File: src/rtl/u_atm_keypad_entry.sv
// Keypad front end for the ATM FSM: collects a BCD PIN or a binary amount and pulses enter.
// Optional idle auto-clear in COLLECT is compiled in with ATM_KEY_TIMEOUT_EN.
module u_atm_keypad_entry #(
    parameter int Pass_width  = 16,
    parameter int AMT_W       = 16,
    parameter int PIN_DIGITS  = 4,
    parameter int AMT_DIGITS  = 5,
    parameter int TIMEOUT_CYC = 1000
) (
    input  logic                  clk,
    input  logic                  rst,
    input  logic                  key_valid,
    input  logic [3:0]            key_code,
    input  logic                  mode,
    output logic [Pass_width-1:0] en_password,
    output logic [AMT_W-1:0]      en_ammount_money,
    output logic                  enter,
    output logic [2:0]            digit_count,
    output logic                  entry_error
);
    typedef enum logic [1:0] {S_IDLE, S_COLLECT, S_DONE} state_t;

    localparam logic [2:0]       PIN_N = 3'(PIN_DIGITS);
    localparam logic [2:0]       AMT_N = 3'(AMT_DIGITS);
    localparam logic [AMT_W-1:0] TEN   = AMT_W'(10);

    state_t                r_state, w_nstate;
    logic [Pass_width-1:0] r_pin, w_pin_n, r_pw_o, w_pw_o_n;
    logic [AMT_W-1:0]      r_acc, w_acc_n, r_amt_o, w_amt_o_n;
    logic [2:0]            r_cnt, w_cnt_n;
    logic                  r_enter, w_enter_n, r_err, w_err_n;
    logic                  r_kv_q, r_mode_q;
    logic                  w_ev, w_clear, w_digit;
    logic [AMT_W+3:0]      w_acc_x;

    assign w_ev    = key_valid & ~r_kv_q;
    assign w_digit = (key_code <= 4'd9);
    // acc*10 + d at four extra bits so overflow past AMT_W is visible
    assign w_acc_x = ({4'b0, r_acc} << 3) + ({4'b0, r_acc} << 1) + {{AMT_W{1'b0}}, key_code};

`ifdef ATM_KEY_TIMEOUT_EN
    localparam logic [15:0] TO_LIM = 16'(TIMEOUT_CYC);
    logic [15:0] r_to_cnt;
    always_ff @(posedge clk or negedge rst) begin
        if (!rst)                     r_to_cnt <= '0;
        else if (w_ev)                r_to_cnt <= '0;
        else if (r_to_cnt != 16'hFFFF) r_to_cnt <= r_to_cnt + 16'd1;
    end
`endif

    always_comb begin
        w_nstate  = r_state;
        w_pin_n   = r_pin;
        w_acc_n   = r_acc;
        w_cnt_n   = r_cnt;
        w_enter_n = 1'b0;
        w_err_n   = 1'b0;
        w_clear   = 1'b0;
        if (r_state == S_COLLECT && mode != r_mode_q) begin
            w_clear = 1'b1;
        end else if (w_ev) begin
            if (key_code == 4'hA) begin
                w_clear = 1'b1;
            end else if (key_code == 4'hB) begin
                if (r_state == S_COLLECT) begin
                    w_pin_n = {4'h0, r_pin[Pass_width-1:4]};
                    w_acc_n = r_acc / TEN;
                    w_cnt_n = r_cnt - 3'd1;
                    if (r_cnt == 3'd1) w_nstate = S_IDLE;
                end
            end else if (key_code == 4'hC) begin
                if (r_state == S_DONE) begin
                    w_enter_n = 1'b1;
                end else if (mode ? (r_cnt != 3'd0) : (r_cnt == PIN_N)) begin
                    w_enter_n = 1'b1;
                    w_nstate  = S_DONE;
                end else begin
                    w_err_n = 1'b1;
                end
            end else if (w_digit) begin
                if (r_state == S_DONE) begin
                    // a digit after a completed entry starts a fresh one
                    w_pin_n  = mode ? '0 : {{(Pass_width-4){1'b0}}, key_code};
                    w_acc_n  = mode ? {{(AMT_W-4){1'b0}}, key_code} : '0;
                    w_cnt_n  = 3'd1;
                    w_nstate = S_COLLECT;
                end else if (mode) begin
                    if (r_cnt == AMT_N || w_acc_x[AMT_W+3:AMT_W] != 4'h0) begin
                        w_err_n = 1'b1;
                    end else begin
                        w_acc_n  = w_acc_x[AMT_W-1:0];
                        w_cnt_n  = r_cnt + 3'd1;
                        w_nstate = S_COLLECT;
                    end
                end else if (r_cnt == PIN_N) begin
                    w_err_n = 1'b1;
                end else begin
                    w_pin_n  = {r_pin[Pass_width-5:0], key_code};
                    w_cnt_n  = r_cnt + 3'd1;
                    w_nstate = S_COLLECT;
                end
            end
        end
`ifdef ATM_KEY_TIMEOUT_EN
        else if (r_state == S_COLLECT && r_to_cnt == TO_LIM) begin
            w_clear = 1'b1;
            w_err_n = 1'b1;
        end
`endif
        if (w_clear) begin
            w_pin_n  = '0;
            w_acc_n  = '0;
            w_cnt_n  = 3'd0;
            w_nstate = S_IDLE;
        end

        // live buffer while collecting, frozen copy once DONE
        if (w_nstate == S_DONE && r_state == S_DONE) begin
            w_pw_o_n  = r_pw_o;
            w_amt_o_n = r_amt_o;
        end else if (w_nstate == S_DONE) begin
            w_pw_o_n  = mode ? '0 : r_pin;
            w_amt_o_n = mode ? r_acc : '0;
        end else begin
            w_pw_o_n  = mode ? '0 : w_pin_n;
            w_amt_o_n = mode ? w_acc_n : '0;
        end
    end

    always_ff @(posedge clk or negedge rst) begin
        if (!rst) begin
            r_state  <= S_IDLE;
            r_pin    <= '0;
            r_acc    <= '0;
            r_cnt    <= 3'd0;
            r_pw_o   <= '0;
            r_amt_o  <= '0;
            r_enter  <= 1'b0;
            r_err    <= 1'b0;
            r_kv_q   <= 1'b0;
            r_mode_q <= 1'b0;
        end else begin
            r_state  <= w_nstate;
            r_pin    <= w_pin_n;
            r_acc    <= w_acc_n;
            r_cnt    <= w_cnt_n;
            r_pw_o   <= w_pw_o_n;
            r_amt_o  <= w_amt_o_n;
            r_enter  <= w_enter_n;
            r_err    <= w_err_n;
            r_kv_q   <= key_valid;
            r_mode_q <= mode;
        end
    end

    assign en_password      = r_pw_o;
    assign en_ammount_money = r_amt_o;
    assign enter            = r_enter;
    assign digit_count      = r_cnt;
    assign entry_error      = r_err;
endmodule

File: config.mk
export PLATFORM = sky130hd
export DESIGN_NAME = u_atm_keypad_entry
export DESIGN_NICKNAME = d
export VERILOG_FILES = /design/src/rtl/u_atm_keypad_entry.sv
export SDC_FILE = /design/constraint.sdc
export NUM_CORES = 1
export LEC_CHECK = 0
export ABC_AREA = 0
export ABC_CLOCK_PERIOD_IN_PS = 8350
export CORE_UTILIZATION = 51
export CTS_CLUSTER_DIAMETER = 80
export DETAILED_ROUTE_END_ITERATION = 8
export PLACE_DENSITY = 0.7
export SYNTH_ARGS = -nofsm -noshare
export SYNTH_HDL_FRONTEND = slang
export SYNTH_SLANG_ARGS = --single-unit
File: constraint.sdc
create_clock -name clk -period 8.35 [get_ports clk]
set_input_delay 0.835 -clock clk [delete_from_list [all_inputs] [get_ports clk]]
set_output_delay 0.835 -clock clk [all_outputs]
set_load 0.1 [all_outputs]
==> out/qor.yml, run 1 <==
nFillCells: 1292
final_hold_viol_count: 0
finalClockSkew_ns: 0.00538
htreeDepth: 3
ys_top_cells_by_area: "dfrtp_1, ha_1, nor2_1"
dieArea_mm2: 0.0151
antenna_left: 0
area.growth.synth_to_final_pct: 10.0
via_per_inst: 6.65
synthCells: 931
gp_congestion: 0.906
yosys-top-cells-count: "nor2_1, nand2_1, dfrtp_1, a21oi_1, o21ai_0"
yosysTopAreaCellShare_pct: 24.6
muxShareOfSynthArea_pct: 1.52
multi_input_area_mm2: 0.00511
critical_path_required_ns: 8.56
synth_fa_ha_area_share_pct: 6.58
cts_resized: 0
rsz0062_at_grt: "false"
finalSetupViolCount: 0
holdCritPathClass: "reg -> reg"
cts_tree: "yes"
critPathArrivalTime_ns: 6.28
grt_pass1_vias: 6677
synth_compound_area_share_pct: 35.1
numClockSinks: 73
crit_type: "in -> reg"
synth_simple_gate_area_share_pct: 23.5
clkSlewWorstSetupHoldPaths_ns: 0.06
finalCritPeriodShare_pct: 72.7
die_y_um: 123
ys_seq_area_share_pct: 24.6
synth-main-ff-cell: "dfrtp_1"
ys_types: 110
numCtsBuffers: 9
coreArea_mm2: 0.0140
synth_nets: 976
fmax_mhz: 165
endpoint_kind: "register"
ys_ff_latch: 73
yosysWarnings: 0
period_needed_ns: 6.07
synth_top_area_cell: "dfrtp_1"
regArea_mm2: 0.00183
hpwl_mm: 14.9
synth-xor-area-share_pct: 1.99
postCtsSetupBuffers: 0
yosysMostFrequentCell: "nor2_1"
synth_edf_count: 0
ctsHoldBuffers: 0
worstSkewPairLatency_ns: 0.33
first_pass_iters: 5
synth_top_family_by_area: "compound AO/OA/AOI/OAI gates"
grt_max_degree: 74
io_pins: 45
max-slew-margin-rel_pct: 33.3
antenna_found_initial: 0
die_w_um: 123
fin_setup_tns_ns: 0
async_reset_ff_share_pct: 100
wire_per_inst_um: 19.1
clock_path_buffers: 2
final_util_pct: 58.2
worstMarginPinSlew_ns: 1.00
grt_usage_pct: 28.8
totalWireLength_mm: 21.2
vias: 7383
numPortBuffers: 44
status: "complete, no violations"
insertedDiodeCount: 0
initial_core_util_pct: 52.9
drt_iter0_markers: 712
avgSynthCellArea_um2: 7.98
crit_fanout: 31
worstSetupStartpointType: "primary input"
placementRows: 43
overflow: 0
drive_above_1_share_pct: 8.59
hold_slack_ns: 0.481
drc_errors: 0
grt_pass1_wl_mm: 34.5
cts-root-buf: "clkbuf_16"
maxCapViolations: 0
syn_area_mm2: 0.00743
slew_violations: 0
nNetsFinal: 971
## through the flow
step | cell area [um^2] | setup WS (ns) | cells
6_report | 8180 | 2.28 | 1111
5_1_grt | 8180 | 1.61 | 1111
4_1_cts | 8180 | 2.28 | 1111
3_5_place_dp | 7850 | 1.94 | 1095
3_3_place_gp | 7850 | 2.06 | 1095
2_1_floorplan | 7430 | 3.03 | 931
## path summary, 6_finish.rpt
kind,from,to,slack [ns],depth (start not counted)
setup / recovery,key_code[3],en_ammount_money[10],2.28,20
hold / removal,en_password[15],en_password[15],0.48,1
setup reg to reg,r_acc[12],en_ammount_money[0],2.58,17
hold reg to reg,en_password[15],en_password[15],0.48,1
max in group asynchronous,rst,r_acc[14],7.14,1
min in group asynchronous,rst,en_password[3],0.62,1
## sequential cells by signal (all words and copies together), names as in the netlist
signal / count
enter: 1
r_acc: 16
en_ammount_money: 16
r_state: 2
entry_error: 1
r_mode_q: 1
en_password: 16
r_kv_q: 1
digit_count: 3
r_pin: 16
## cell type report
cell class | instances | share of cell area (%)
clock inverters | 5 | 1.06
repair buffers | 58 | 6.64
multi-input cells | 747 | 62.5
inverters | 37 | 1.70
flip-flops and latches | 73 | 22.3
well taps | 180 | 2.75
clock buffers | 11 | 2.97
## per-layer routing
| layer | up-vias | GRT usage [%] | wire [um] |
|---|---|---|---|
| met5 | - | 0 | 0 |
| met4 | 0 | 10.3 | 573 |
| met3 | 45 | 2.60 | 1200 |
| met2 | 270 | 46.6 | 9910 |
| met1 | 3538 | 40.1 | 9550 |
| li1 | 3530 | - | - |
## cells by family after synthesis
group | Yosys count
multiplexers | 11
XOR/XNOR | 16
adder cells (fa/ha/maj) | 38
buffers and inverters | 111
AND/OR/NAND/NOR | 337
AO/OA/AOI/OAI | 345
flip-flops | 73
## critical path, cell delays in order
cell,delay [ns]
clkdlybuf4s50_1,0.54
fa_1,0.61
inv_1,0.07
fa_1,0.46
nor2b_1,0.11
o21ai_0,0.10
a21boi_0,0.23
o21ai_0,0.13
a21boi_0,0.24
o21ai_0,0.13
a21boi_0,0.29
o31ai_1,0.15
a21o_1,0.20
mux2_2,0.34
o21ai_0,0.29
o21a_1,0.20
nand2_1,0.24
nor2_4,0.61
nor2b_1,0.23
a22o_1,0.24
## placed cells by master (no fill, tap or decap), types with 13 or more instances in the layout
cell | synthesis | final
o21ai_0 | 51 | 51
clkdlybuf4s50_1 | 0 | 43
a21oi_1 | 57 | 57
nor2_1 | 78 | 77
nand2_1 | 77 | 77
xnor2_1 | 13 | 13
ha_1 | 35 | 35
inv_1 | 34 | 34
o211ai_1 | 18 | 18
nand2b_1 | 15 | 15
o31ai_1 | 22 | 22
buf_4 | 3 | 15
a22o_1 | 18 | 18
nand3_1 | 27 | 27
nor3_1 | 29 | 29
nor2b_1 | 21 | 21
dfrtp_1 | 73 | 73
Power of run 1 is left out: the tool's default activity adds up to more than one toggle a clock period on the data nets, which glitch-free logic cannot reach.
==> run 2: changes to the inputs <==
--- a/config.mk
+++ b/config.mk
@@ -6,7 +6,7 @@
 export NUM_CORES = 1
 export LEC_CHECK = 0
 export ABC_AREA = 0
-export ABC_CLOCK_PERIOD_IN_PS = 8350
+export ABC_CLOCK_PERIOD_IN_PS = 5650
 export CORE_UTILIZATION = 51
 export CTS_CLUSTER_DIAMETER = 80
 export DETAILED_ROUTE_END_ITERATION = 8
==> constraint.sdc (replaced) <==
create_clock -name clk -period 5.65 [get_ports clk]
set_input_delay 0.565 -clock clk [delete_from_list [all_inputs] [get_ports clk]]
set_output_delay 0.565 -clock clk [all_outputs]
set_load 0.1 [all_outputs]
==> run 2 against run 1 <==
  * Cell area grew 2.9%
  * Hold slack lost 0.12 ns
  * Sequential cell count did not move
  * Register-to-register slack worse by 2.2 ns
  * Largest cell class unchanged
==> out/qor.yml, run 2 (synthesis gave the netlist of run 1 again) <==
area.growth.synth_to_final_pct: 13.2
wire_per_inst_um: 19.3
slew_violations: 0
coreArea_mm2: 0.0140
hold_slack_ns: 0.356
critPathArrivalTime_ns: 5.49
grt_usage_pct: 30.6
die_w_um: 123
hpwl_mm: 15.9
placementRows: 43
crit_fanout: 12
grt_max_degree: 74
totalWireLength_mm: 22.0
path_buf_inv: 3
antenna_found_initial: 0
insertedDiodeCount: 0
overflow: 0
gp_congestion: 0.932
final_cells: 1137
finalSetupViolCount: 0
finalCritPeriodShare_pct: 93.1
place_area_mm2: 0.00807
rsz0062_at_grt: "false"
dieArea_mm2: 0.0151
cp_slowest_cell: "fa_1"
drive_above_1_share_pct: 11.5
clkSlewWorstSetupHoldPaths_ns: 0.06
cts-root-buf: "clkbuf_16"
grt_pass1_wl_mm: 36.4
path_cells: "clkdlybuf4s50_1 > fa_1 > inv_1 > fa_1 > nor2b_1 > o21ai_0 > a21boi_0 > o21ai_0 > a21boi_0 > o21ai_0 > a21boi_1 > o31ai_1 > a21o_1 > mux2_2 > o21ai_0 > buf_4 > a31oi_1 > o31ai_1 > o41a_1 > a31o_1"
cpPeakStageDelay_ns: 0.58
numCtsBuffers: 9
antenna_left: 0
max-slew-margin-rel_pct: 14.6
via_per_inst: 6.61
numClockSinks: 73
initial_core_util_pct: 52.9
clock_path_buffers: 2
postLayoutCellArea_mm2: 0.00841
ctsHoldBuffers: 0
dp.cells: 1122
worstSkewPairLatency_ns: 0.34
path_delay_family: "compound AO/OA/AOI/OAI gates"
numPortBuffers: 44
first_pass_iters: 6
worstMarginPinSlew_ns: 1.28
nNetsFinal: 998
endpoint_kind: "register"
layout_common_cells: "nor2_1, nand2_1, dfrtp_1, a21oi_1, o21ai_0"
crit_top_cell: "o21ai_0"
drt_iter0_markers: 799
io_pins: 45
die_y_um: 123
fin_setup_tns_ns: 0
nFillCells: 1267
cts_tree: "yes"
vias: 7521
period_needed_ns: 5.26
worstSetupStartpointType: "primary input"
status: "complete, no violations"
holdCritPathClass: "in -> async"
final_hold_viol_count: 0
grt_pass1_vias: 7132
critical_path_required_ns: 5.88
maxCapViolations: 0
crit_type: "in -> reg"
finalClockSkew_ns: 0.00584
fmax_mhz: 190
htreeDepth: 3
drc_errors: 0
## run 2: timing repair
action / CTS / global route
gates resized for setup: 0 / 4
endpoints found under the setup margin: 0 / 16
setup buffers: 0 / 0
## run 2: per-layer routing
layer	track usage (%)	routed length (um)
met5	0	0
met4	13.1	689
met3	3.39	1310
met2	49.4	10200
met1	41.3	9780
## run 2: final cells by class
cell class	instances	area (um^2)	share of cell area (%)
inverters	37	139	1.65
multi-input cells	747	5120	60.9
well taps	180	225	2.68
repair buffers	85	771	9.16
flip-flops and latches	73	1830	21.7
clock buffers	11	253	3.00
clock inverters	4	76.3	0.907
## run 2: worst paths after layout
kind,from,to,slack (ns),cells after the start
max,key_code[3],en_ammount_money[0],0.39,20
min,rst,en_password[2],0.36,1
max reg2reg,r_acc[11],en_ammount_money[0],0.41,17
min reg2reg,en_password[15],en_password[15],0.48,1
max in group asynchronous,rst,r_acc[15],4.65,1
min in group clk,en_password[15],en_password[15],0.48,1
## run 2: stage by stage
step	util, %	worst slack [ns]
2_1_floorplan	-	0.604
3_3_place_gp	57.5	0.180
3_5_place_dp	57.5	0.0124
4_1_cts	59.8	0.339
5_1_grt	59.9	0.00318
6_report	59.9	0.392
## run 2: worst reg2reg max path, cell delays in order, from the launching register on
cell and delay [ns]:
dfrtp_1 0.59, buf_4 0.30, or2_1 0.33, a22oi_4 0.22, a31o_2 0.28, nand4_1 0.11, a2111oi_1 0.67, a211o_1 0.29
o21ai_4 0.12, mux2i_1 0.34, a22oi_1 0.28, a31o_1 0.28, a21oi_1 0.27, o31ai_1 0.15, a32oi_1 0.17, a41oi_1 0.15
o41a_1 0.37, a31o_1 0.21
Power of run 2 is left out for the same reason.
